**src/rtl/urv_iram_arb.sv**
```systemverilog
// Purpose : shares instruction-RAM port B between the core data bus and a host/debug loader.
// Latency : grant is combinational (0 cycles); completion (rvalid/err/rdata) exactly 1 cycle after acceptance.
// Backpres: a requester not granted holds its inputs; weighted round-robin, host lock for RMW sequences.
//
// Ports:
//   clk_i, rst_n_i                 clock, async active-low reset
//   c_*  (req/we/addr/bwe/data in; gnt/rvalid/err/rdata out)   core data bus
//   h_*  (as core, plus h_lock_i)                              host/debug loader
//   ram_en_o/we_o/addr_o/bwe_o/data_o, ram_q_i                 RAM port B (1-cycle registered read)
module urv_iram_arb #(
    parameter int unsigned g_size        = 65536,
    parameter int unsigned g_core_weight = 4
) (
    input  logic        clk_i,
    input  logic        rst_n_i,

    input  logic        c_req_i,
    input  logic        c_we_i,
    input  logic [31:0] c_addr_i,
    input  logic [3:0]  c_bwe_i,
    input  logic [31:0] c_data_i,
    output logic        c_gnt_o,
    output logic        c_rvalid_o,
    output logic        c_err_o,
    output logic [31:0] c_rdata_o,

    input  logic        h_req_i,
    input  logic        h_we_i,
    input  logic        h_lock_i,
    input  logic [31:0] h_addr_i,
    input  logic [3:0]  h_bwe_i,
    input  logic [31:0] h_data_i,
    output logic        h_gnt_o,
    output logic        h_rvalid_o,
    output logic        h_err_o,
    output logic [31:0] h_rdata_o,

    output logic        ram_en_o,
    output logic        ram_we_o,
    output logic [31:0] ram_addr_o,
    output logic [3:0]  ram_bwe_o,
    output logic [31:0] ram_data_o,
    input  logic [31:0] ram_q_i
);

    localparam int unsigned AW     = $clog2(g_size);
    localparam logic [3:0]  WEIGHT = 4'(g_core_weight);

    logic       lock_q, lock_d;
    logic [3:0] wcnt_q, wcnt_d;
    logic       pend_vld_q, pend_host_q, pend_we_q, pend_err_q;
    logic       pend_vld_d, pend_host_d, pend_we_d, pend_err_d;

    logic       contend;
    logic       c_in_range, h_in_range, win_in_range;
    logic       c_gnt, h_gnt;
    logic       rd_ok;

    assign contend    = c_req_i & h_req_i;
    assign c_in_range = (c_addr_i >> AW) == 32'd0;
    assign h_in_range = (h_addr_i >> AW) == 32'd0;

    // Grant decision. Gated by reset so no grant (and hence no RAM access)
    // is visible while the block is held in reset.
    always_comb begin
        c_gnt = 1'b0;
        h_gnt = 1'b0;
        if (rst_n_i) begin
            if (lock_q && h_req_i) begin
                h_gnt = 1'b1;
            end else if (contend) begin
                if (wcnt_q < WEIGHT) c_gnt = 1'b1;
                else                 h_gnt = 1'b1;
            end else begin
                c_gnt = c_req_i;
                h_gnt = h_req_i;
            end
        end
    end

    // Next state for lock, weight counter and the pending completion tag.
    always_comb begin
        lock_d = lock_q;
        if (!h_req_i)
            lock_d = 1'b0;
        else if (h_gnt)
            lock_d = h_lock_i;   // sets on a locked grant, clears on first unlocked one

        wcnt_d = wcnt_q;
        if (lock_q)
            wcnt_d = wcnt_q;     // held for the whole locked sequence
        else if (!contend)
            wcnt_d = 4'd0;
        else if (c_gnt)
            wcnt_d = wcnt_q + 4'd1;  // c_gnt under contention implies wcnt < weight: saturates
        else
            wcnt_d = 4'd0;

        pend_vld_d  = c_gnt | h_gnt;
        pend_host_d = h_gnt;
        pend_we_d   = h_gnt ? h_we_i : c_we_i;
        pend_err_d  = h_gnt ? ~h_in_range : ~c_in_range;
    end

    always_ff @(posedge clk_i or negedge rst_n_i) begin
        if (!rst_n_i) begin
            lock_q      <= 1'b0;
            wcnt_q      <= 4'd0;
            pend_vld_q  <= 1'b0;
            pend_host_q <= 1'b0;
            pend_we_q   <= 1'b0;
            pend_err_q  <= 1'b0;
        end else begin
            lock_q      <= lock_d;
            wcnt_q      <= wcnt_d;
            pend_vld_q  <= pend_vld_d;
            pend_host_q <= pend_host_d;
            pend_we_q   <= pend_we_d;
            pend_err_q  <= pend_err_d;
        end
    end

    // RAM port: winner forwarded only for in-range accesses, all zero otherwise.
    assign win_in_range = h_gnt ? h_in_range : c_in_range;

    always_comb begin
        ram_en_o   = 1'b0;
        ram_we_o   = 1'b0;
        ram_addr_o = 32'd0;
        ram_bwe_o  = 4'd0;
        ram_data_o = 32'd0;
        if ((c_gnt | h_gnt) && win_in_range) begin
            ram_en_o   = 1'b1;
            ram_we_o   = h_gnt ? h_we_i   : c_we_i;
            ram_addr_o = h_gnt ? h_addr_i : c_addr_i;
            ram_bwe_o  = h_gnt ? h_bwe_i  : c_bwe_i;
            ram_data_o = h_gnt ? h_data_i : c_data_i;
        end
    end

    // Completion: read data only for an in-range read, routed to its requester.
    assign rd_ok      = pend_vld_q & ~pend_we_q & ~pend_err_q;
    assign c_gnt_o    = c_gnt;
    assign h_gnt_o    = h_gnt;
    assign c_rvalid_o = pend_vld_q & ~pend_host_q;
    assign h_rvalid_o = pend_vld_q &  pend_host_q;
    assign c_err_o    = c_rvalid_o & pend_err_q;
    assign h_err_o    = h_rvalid_o & pend_err_q;
    assign c_rdata_o  = (rd_ok & ~pend_host_q) ? ram_q_i : 32'd0;
    assign h_rdata_o  = (rd_ok &  pend_host_q) ? ram_q_i : 32'd0;

endmodule

```
**config.mk**
```make
export PLATFORM = sky130hd
export DESIGN_NAME = urv_iram_arb
export DESIGN_NICKNAME = d
export VERILOG_FILES = /design/src/rtl/urv_iram_arb.sv
export SDC_FILE = /design/constraint.sdc
export NUM_CORES = 1
export LEC_CHECK = 0
export BUFFER_PORTS_ARGS = -buffer_cell sky130_fd_sc_hd__buf_2
export CAP_MARGIN = 20
export CELL_PAD_IN_SITES_DETAIL_PLACEMENT = 1
export CELL_PAD_IN_SITES_GLOBAL_PLACEMENT = 2
export CORE_MARGIN = 2
export CORE_UTILIZATION = 13
export DETAILED_ROUTE_END_ITERATION = 16
export PLACE_DENSITY = 0.88
export SLEW_MARGIN = 20
export SYNTH_ARGS = -nofsm -noshare
export SYNTH_HDL_FRONTEND = slang
export SYNTH_SLANG_ARGS = --single-unit
```
**constraint.sdc**
```tcl
create_clock -name clk_i -period 2.8 [get_ports clk_i]
set_input_delay 0.56 -clock clk_i [delete_from_list [all_inputs] [get_ports clk_i]]
set_output_delay 0.56 -clock clk_i [all_outputs]
set_load 0.03 [all_outputs]
```
==> results of run 1 <==
==> state kept, by name, indices dropped and copies added (netlist names) <==
name	count
lock_q	1
pend_vld_q	1
pend_host_q	1
pend_we_q	1
pend_err_q	1
wcnt_q	4
==> cells by family after synthesis <==
| logic type | synth area share [%] |
|---|---|
| AO/OA/AOI/OAI | 30.70 |
| adder cells (fa/ha/maj) | 0.5491 |
| buffers and inverters | 13.95 |
| flip-flops | 9.885 |
| multiplexers | 1.428 |
| other | 0.1646 |
| AND/OR/NAND/NOR | 43.33 |
==> layout by cell type (no fill, tap or decap), types with 3 or more instances in the layout <==
master	count
clkbuf_16	3
nand2_1	108
inv_1	3
nor4_1	6
and2_1	67
buf_12	3
o22ai_2	51
buf_4	10
conb_1	16
buf_2	298
dfrtp_1	9
==> synthesized netlist by cell type, types with 2 or more instances <==
cell      count
a22o_1        2
and2_1       67
buf_2         2
buf_4        16
buf_6        10
clkbuf_1     17
dfrtp_1       9
inv_1         3
mux2_2        2
nand2_1     108
nor4_1        6
o22ai_1       2
o22ai_2      51
or4_4         2
==> power by group <==
group          internal, mW  switching (mW)  total [mW]
clock network         0.190          0.0610       0.251
logic                 0.130           0.154       0.284
registers             0.135         0.00373       0.138
==> worst min-delay path by stage <==
stage | endpoint | slack, ps | startpoint | depth (start not counted)
finish | wcnt_q[0] | 140 | rst_n_i | 1
global route | wcnt_q[0] | 150 | rst_n_i | 1
CTS | wcnt_q[1] | 140 | rst_n_i | 1
detailed placement | wcnt_q[0] | 390 | rst_n_i | 1
global placement | wcnt_q[0] | 390 | rst_n_i | 1
floorplan | lock_q | 260 | rst_n_i | 0
==> worst reg2reg max path, delay by kind of cell, from the launching register on <==
kind	cells	cell delay [ps]
AOI/OAI and AO/OA	1	150
buffers and inverters	1	190
DFF	1	430
and+or+nand+nor	3	830
==> cell type report <==
type	instances	area, sq um
Sequential cell	9	225.2
Timing Repair Buffer	311	1627
Fill cell	2239	13200
Multi-Input combinational cell	273	1810
Inverter	3	11.26
Tap cell	225	281.5
Clock buffer	4	78.83
==> stage by stage <==
| stage | util, % | std cells | area (sq um) |
|---|---|---|---|
| after floorplan | - | 330 | 2335 |
| after global placement | 22.95 | 821 | 3955 |
| after detailed placement | 22.95 | 821 | 3955 |
| after CTS | 23.40 | 825 | 4034 |
| after global routing | 23.40 | 825 | 4034 |
| final | 23.40 | 825 | 4034 |
==> layer usage <==
| layer | track usage, % | vias up | wire [um] |
|---|---|---|---|
| met5 | 0 | - | 0 |
| met3 | 3.020 | 4 | 1304 |
| met4 | 1.389 | 0 | 50 |
| li1 | - | 1596 | - |
| met1 | 12.15 | 1461 | 4172 |
| met2 | 21.58 | 200 | 5861 |
==> results.py, run 1 <==
metrics = {
    "global_route": {
        "grt-ovfl-total": 0,
        "track_usage_pct": 11.08,
        "grt_pass1_vias": 3224,
        "grt_first_pass_wirelength_um": 16360,
        "grt_max_degree": 52,
        "antenna_found_initial": 0,
    },
    "power": {
        "leakagePower_nw": 2.215,
        "vdd_ir_drop_max_mv": 0.1678,
        "total_power_mw": 0.6738,
        "p_per_area_nw_per_um2": 167.0,
    },
    "setup_path": {
        "worstSetupEndpointType": "output port",
        "worst_path_most_repeated_cell": "buf_2",
        "path_cells": "buf_2 -> or4_4 -> nor2_4 -> nand4_4 -> buf_12 -> o22ai_2 -> buf_2",
        "cp.buffers_inverters": 3,
        "r2r_setup_slack_ps": 1080,
        "reg2reg_from": "lock_q",
        "worstSetupPathType": "input port to output port",
        "cpMaxStageDelayCell": "or4_4",
        "ff2ff_path_depth": 5,
        "slowest_delay_ps": 550,
        "path_delay_family": "simple AND/OR/NAND/NOR gates",
        "cp-start-kind": "input port",
        "reg2reg_to": "pend_err_q",
        "arrival_ps": 2170,
        "critPathRequiredTime_ps": 2240,
        "crit_start": "h_addr_i[17]",
        "critPathMaxFanout": 43,
        "path_depth": 7,
        "endpoint": "ram_addr_o[4]",
    },
    "synthesis": {
        "synth_ff_type": "dfrtp_1",
        "ys_seq_elements": 9,
        "synth_area_sq_um": 2278,
        "yosysTopAreaCell": "o22ai_2",
        "yosys.cell_types.count": 32,
        "synth-edff-count": 0,
        "synthCells": 315,
        "ys_top_cells_by_area": "o22ai_2, and2_1, nand2_1, dfrtp_1, buf_4",
        "post_synth.cell_area_avg_sq_um": 7.233,
        "yosysTopAreaCellShare_pct": 28.01,
        "ys_warn_count": 0,
        "yosysSeqAreaShare_pct": 9.885,
        "synthArstFlopShare_pct": 100.0,
    },
    "sta": {
        "skew_ps": 0.6403,
        "slew_violations": 0,
        "rsz0062_at_grt": "false",
        "holdWs_ps": 143.6,
        "period_minus_slack_ps": 2727,
        "period_share_pct": 97.41,
        "fin_ws_ps": 72.66,
        "hold_violations": 0,
        "fmax_mhz": 366.7,
        "final.setup.tns_ps": 0,
        "setup_viol": 0,
    },
    "drt": {
        "drt_wl_total_um": 11390,
        "dr.pass1.iters": 4,
        "drtIter0Drc": 85,
        "vias_per_cell": 3.953,
        "route.detailed.drc": 0,
        "routedWlPerCell_um": 13.80,
        "ant_nets": 0,
        "vias": 3261,
    },
    "die": {
        "rows": 48,
        "start_util_pct": 13.22,
        "top_level_ports": 315,
        "core-area_sq_um": 17240,
        "die_y_um": 136.4,
        "die_x_um": 136.4,
        "dieArea_sq_um": 18600,
    },
    "flow_run": {
        "drv_cap": 0,
    },
    "clock_tree": {
        "clock_latency_ps": 230,
        "cts.hold.buffers_added": 0,
        "clockBufferDepth": 2,
        "post_cts_buffers": 0,
        "clock-sinks": 9,
        "htree_levels": 1,
        "cts.clk_slew.worst_paths_ps": 40,
        "cts-root-buf": "clkbuf_16",
        "tritoncts": "yes",
        "post_cts_resized": 0,
        "numCtsBuffers": 3,
    },
    "finish": {
        "syn_to_final_growth_pct": 77.05,
        "drive_gt1_share_pct": 63.00,
        "diodes": 0,
        "final_nets": 777,
    },
    "status": {
        "status": "completed",
    },
    "place": {
        "dpl_worst_slack_ps": 63.27,
        "place.gp.congestion": 0.6919,
        "dp_hpwl_um": 9764,
        "port_buffers": 298,
    },
    "min_path": {
        "hp-class": "input port to asynchronous set/reset pin",
    },
}
Note: power is estimated with default switching activity, not from simulation.
==> run 2, diff against run 1 <==
--- a/config.mk
+++ b/config.mk
@@ -9,7 +9,6 @@
 export CAP_MARGIN = 20
 export CELL_PAD_IN_SITES_DETAIL_PLACEMENT = 1
 export CELL_PAD_IN_SITES_GLOBAL_PLACEMENT = 2
-export CORE_MARGIN = 2
 export CORE_UTILIZATION = 13
 export DETAILED_ROUTE_END_ITERATION = 16
 export PLACE_DENSITY = 0.88
==> results.py, run 2 (synthesized netlist as in run 1, its figures left out) <==
metrics = {
    "status": {
        "status": "completed",
    },
    "sta": {
        "period_minus_slack_ps": 2737,
        "slew_violations": 0,
        "setup_viol": 0,
        "final.setup.tns_ps": 0,
        "holdWs_ps": 144.1,
        "fmax_mhz": 365.4,
        "skew_ps": 2.661,
        "period_share_pct": 97.74,
        "fin_ws_ps": 63.20,
        "hold_violations": 0,
        "worstMarginPinSlew_ps": 504.6,
        "rsz0062_at_grt": "true",
        "slew_headroom_pct": 66.05,
    },
    "finish": {
        "stdcell_area_sq_um": 4016,
        "fin_cells": 820,
        "final_cell_mix": "buf_2, nand2_1, and2_1",
        "drive_gt1_share_pct": 62.86,
        "final_common_cell": "buf_2",
        "syn_to_final_growth_pct": 76.28,
        "largest_reg_flops": 4,
        "regMostFlops": "wcnt_q",
        "diodes": 0,
        "utilization_pct": 23.38,
        "fill_cells": 2221,
        "seq_area_sq_um": 225.2,
        "multi_input_area_sq_um": 1817,
        "final_nets": 772,
    },
    "clock_tree": {
        "clockBufferDepth": 2,
        "clock_latency_ps": 240,
        "post_cts_resized": 0,
        "tritoncts": "yes",
        "htree_levels": 1,
        "cts-root-buf": "clkbuf_16",
        "cts.clk_slew.worst_paths_ps": 40,
        "cts.hold.buffers_added": 0,
        "clock-sinks": 9,
        "numCtsBuffers": 3,
        "post_cts_buffers": 0,
    },
    "global_route": {
        "grt_max_degree": 57,
        "antenna_found_initial": 1,
        "grt-ovfl-total": 0,
        "use_met2_pct": 22.88,
        "gr-usage-met3_pct": 2.268,
        "grt_first_pass_wirelength_um": 15430,
        "track_usage_pct": 10.81,
        "met1_usage_pct": 10.37,
        "top_usage_layer": "met2",
        "grt_pass1_vias": 3148,
    },
    "setup_path": {
        "critPathRequiredTime_ps": 2240,
        "worstSetupPathType": "input port to output port",
        "cp-start-kind": "input port",
        "critPathMaxFanout": 48,
        "worstSetupEndpointType": "output port",
        "arrival_ps": 2180,
    },
    "drt": {
        "routedWlPerCell_um": 13.22,
        "route.detailed.drc": 0,
        "vias_per_cell": 4.007,
        "vias": 3286,
        "ant_nets": 0,
        "drtIter0Drc": 49,
        "drt_wl_total_um": 10840,
        "dr.pass1.iters": 4,
    },
    "power": {
        "vdd_ir_drop_max_mv": 0.1535,
        "p_per_area_nw_per_um2": 168.1,
        "leakagePower_nw": 2.200,
        "total_power_mw": 0.6753,
    },
    "die": {
        "die_y_um": 134.4,
        "top_level_ports": 315,
        "core-area_sq_um": 17180,
        "start_util_pct": 13.26,
        "dieArea_sq_um": 18060,
        "die_x_um": 134.4,
        "rows": 48,
    },
    "place": {
        "dp.cells": 816,
        "dp_hpwl_um": 9161,
        "port_buffers": 298,
        "dpl_cell_area_sq_um": 3930,
        "dpl_worst_slack_ps": 42.65,
        "place.gp.congestion": 0.7247,
    },
    "flow_run": {
        "drv_cap": 0,
    },
    "min_path": {
        "hp-class": "input port to asynchronous set/reset pin",
    },
}
run 2: cell count changes in the layout (fill, tap and decap cells not counted), sizes merged:
cell,delta
buf,-5
clkbuf,-1
clkinv,+1
run 2: critical path, stage by stage:
cell	delay, ps
buf_2	90
or4_4	530
nor2_4	140
nand4_4	120
buf_12	230
o22ai_2	200
buf_2	230
run 2: where the power goes:
part | internal (mW) | switching (mW)
Combinational | 0.129 | 0.156
Clock | 0.188 | 0.0626
Sequential | 0.135 | 0.00435
run 2: worst paths after layout:
path | from | to | slack [ps] | cells past startpoint
hold / removal | rst_n_i | wcnt_q[0] | 140 | 1
min in group clk_i | wcnt_q[1] | wcnt_q[1] | 530 | 1
max in group asynchronous | rst_n_i | lock_q | 2350 | 2
setup reg to reg | wcnt_q[3] | pend_err_q | 1050 | 5
hold reg to reg | wcnt_q[1] | wcnt_q[1] | 530 | 1
setup / recovery | h_addr_i[17] | ram_bwe_o[1] | 60 | 7
run 2: cell type report:
| cell class | count | share of cell area, % |
|---|---|---|
| inverter | 3 | 0.2804 |
| sequential | 9 | 5.607 |
| clock buffer | 3 | 1.869 |
| timing repair buffer | 306 | 39.88 |
| clock inverter | 1 | 0.1246 |
| tap | 225 | 7.009 |
| multi-input combinational | 273 | 45.23 |
run 2: routing by layer:
layer | part of all wire (%) | vias up
met1 | 34 | 1493
li1 | - | 1590
met4 | 1.2 | 2
met3 | 9.5 | 11
met2 | 55 | 190
met5 | 0.12 | -
==> run 3, diff against run 2 <==
--- a/config.mk
+++ b/config.mk
@@ -10,6 +10,7 @@
 export CELL_PAD_IN_SITES_DETAIL_PLACEMENT = 1
 export CELL_PAD_IN_SITES_GLOBAL_PLACEMENT = 2
 export CORE_UTILIZATION = 13
+export CTS_BUF_LIST = sky130_fd_sc_hd__clkbuf_2
 export DETAILED_ROUTE_END_ITERATION = 16
 export PLACE_DENSITY = 0.88
 export SLEW_MARGIN = 20
==> results.py, run 3 (synthesized netlist as in run 1, its figures left out) <==
metrics = {
    "finish": {
        "multi_input_area_sq_um": 1817,
        "diodes": 0,
        "syn_to_final_growth_pct": 75.51,
        "drive_gt1_share_pct": 62.98,
        "seq_area_sq_um": 225.2,
        "final_nets": 774,
        "regMostFlops": "wcnt_q",
        "fill_cells": 2230,
        "final_cell_mix": "buf_2, nand2_1, and2_1",
        "final_common_cell": "buf_2",
        "fin_cells": 822,
        "largest_reg_flops": 4,
    },
    "setup_path": {
        "ff2ff_path_depth": 5,
        "critPathMaxFanout": 48,
        "r2r_setup_slack_ps": 990,
        "reg2reg_to": "pend_err_q",
        "arrival_ps": 2180,
        "worstSetupPathType": "input port to output port",
        "worstSetupEndpointType": "output port",
        "critPathRequiredTime_ps": 2240,
        "reg2reg_from": "wcnt_q[2]",
        "cp-start-kind": "input port",
    },
    "die": {
        "start_util_pct": 13.26,
        "dieArea_sq_um": 18060,
        "core-area_sq_um": 17180,
        "die_x_um": 134.4,
        "die_y_um": 134.4,
        "rows": 48,
        "top_level_ports": 315,
    },
    "sta": {
        "worstMarginPinSlew_ps": 506.2,
        "slew_violations": 0,
        "holdWs_ps": 131.9,
        "fmax_mhz": 365.0,
        "period_share_pct": 97.84,
        "setup_viol": 0,
        "slew_headroom_pct": 65.94,
        "rsz0062_at_grt": "true",
        "hold_violations": 0,
        "period_minus_slack_ps": 2740,
        "skew_ps": 9.904,
    },
    "power": {
        "power_frac_seq_pct": 27.6,
        "netSwitchingPower_mw": 0.2049,
        "vdd_ir_drop_max_mv": 0.07732,
        "swShare_pct": 40.91,
        "power.share.clock_pct": 15.3,
        "internal_power_mw": 0.2961,
        "p_per_area_nw_per_um2": 125.3,
        "leakagePower_nw": 2.197,
        "comb_power_share_pct": 57.2,
    },
    "drt": {
        "route.detailed.drc": 0,
        "vias": 3303,
        "ant_nets": 0,
        "drtIter0Drc": 63,
        "dr.pass1.iters": 4,
        "routedWlPerCell_um": 13.47,
        "vias_per_cell": 4.018,
        "drt_wl_total_um": 11070,
    },
    "clock_tree": {
        "clock_latency_ps": 250,
        "clock-sinks": 9,
        "htree_levels": 1,
        "numCtsBuffers": 3,
        "cts.hold.buffers_added": 0,
        "tritoncts": "yes",
        "cts.clk_slew.worst_paths_ps": 80,
        "cts-root-buf": "clkbuf_2",
        "clockBufferDepth": 2,
    },
    "place": {
        "dp.cells": 816,
        "port_buffers": 298,
        "dp_hpwl_um": 9161,
        "place.gp.congestion": 0.7247,
    },
    "global_route": {
        "grt_first_pass_wirelength_um": 15330,
        "grt_max_degree": 57,
        "track_usage_pct": 10.71,
        "grt_pass1_vias": 3133,
        "grt-ovfl-total": 0,
        "antenna_found_initial": 1,
    },
    "status": {
        "status": "completed",
    },
    "flow_run": {
        "drv_cap": 0,
    },
    "min_path": {
        "hp-class": "input port to asynchronous set/reset pin",
    },
}
## run 3: cell count changes in the layout (fill, tap and decap cells not counted), sizes merged
| cell | delta |
|---|---|
| clkbuf | +1 |
| buf | +1 |
## run 3: worst max-delay path by stage
| stage | start | to | slack [ps] | cells after the start |
|---|---|---|---|---|
| 2_1_floorplan | wcnt_q[3] | ram_en_o | 130 | 5 |
| 3_3_place_gp | h_addr_i[17] | ram_data_o[17] | 70 | 7 |
| 3_5_place_dp | h_addr_i[17] | ram_data_o[17] | 40 | 7 |
| 4_1_cts | wcnt_q[3] | ram_en_o | 30 | 6 |
| 5_1_grt | wcnt_q[2] | ram_en_o | -20 | 6 |
| 6_report | h_addr_i[17] | ram_data_o[17] | 60 | 7 |
## run 3: final cells by class
class | count | area share [%]
Tap cell | 225 | 7.040
Multi-Input combinational cell | 273 | 45.43
Inverter | 3 | 0.2816
Clock inverter | 1 | 0.1252
Sequential cell | 9 | 5.632
Clock buffer | 3 | 0.3755
Timing Repair Buffer | 308 | 41.11
## run 3: power by group through the flow
stage / clock [mW] / combinational (mW) / sequential (mW)
after floorplan: 0 / 0.145 / 0.139
after global placement: 0 / 0.285 / 0.140
after detailed placement: 0 / 0.290 / 0.141
after CTS: 0.0807 / 0.291 / 0.138
after global routing: 0.0890 / 0.315 / 0.139
final: 0.0765 / 0.286 / 0.138
## run 3: timing repair
action,4_1_cts,5_1_grt
buffers inserted,0,1
endpoints found under the setup margin,0,11
resized for setup,0,4
## run 3: critical path: stages
cell and delay (ps):
buf_2 90, or4_4 530, nor2_4 140, nand4_4 120, buf_12 230, o22ai_2 220, buf_2 220
## run 3: routing by layer
metal / wire length (um) / up-vias / track usage [%]
met1: 3845 / 1507 / 10.28
li1: - / 1594 / -
met2: 6075 / 190 / 22.80
met3: 1029 / 10 / 2.381
met5: 13 / - / 0
met4: 109 / 2 / 1.810
## run 3: metrics by stage
step	worst slack (ps)	setup TNS, ps	instance area [sq um]	utilization (%)	total power, mW
final	60.37	0	3999	23.28	0.5010
after global routing	-15.39	-18.92	3999	23.28	0.5433
after CTS	30.73	0	3950	23.00	0.5099
after detailed placement	42.65	0	3930	22.88	0.4311
after global placement	67.05	0	3930	22.88	0.4251
after floorplan	134.0	0	2335	-	0.2837
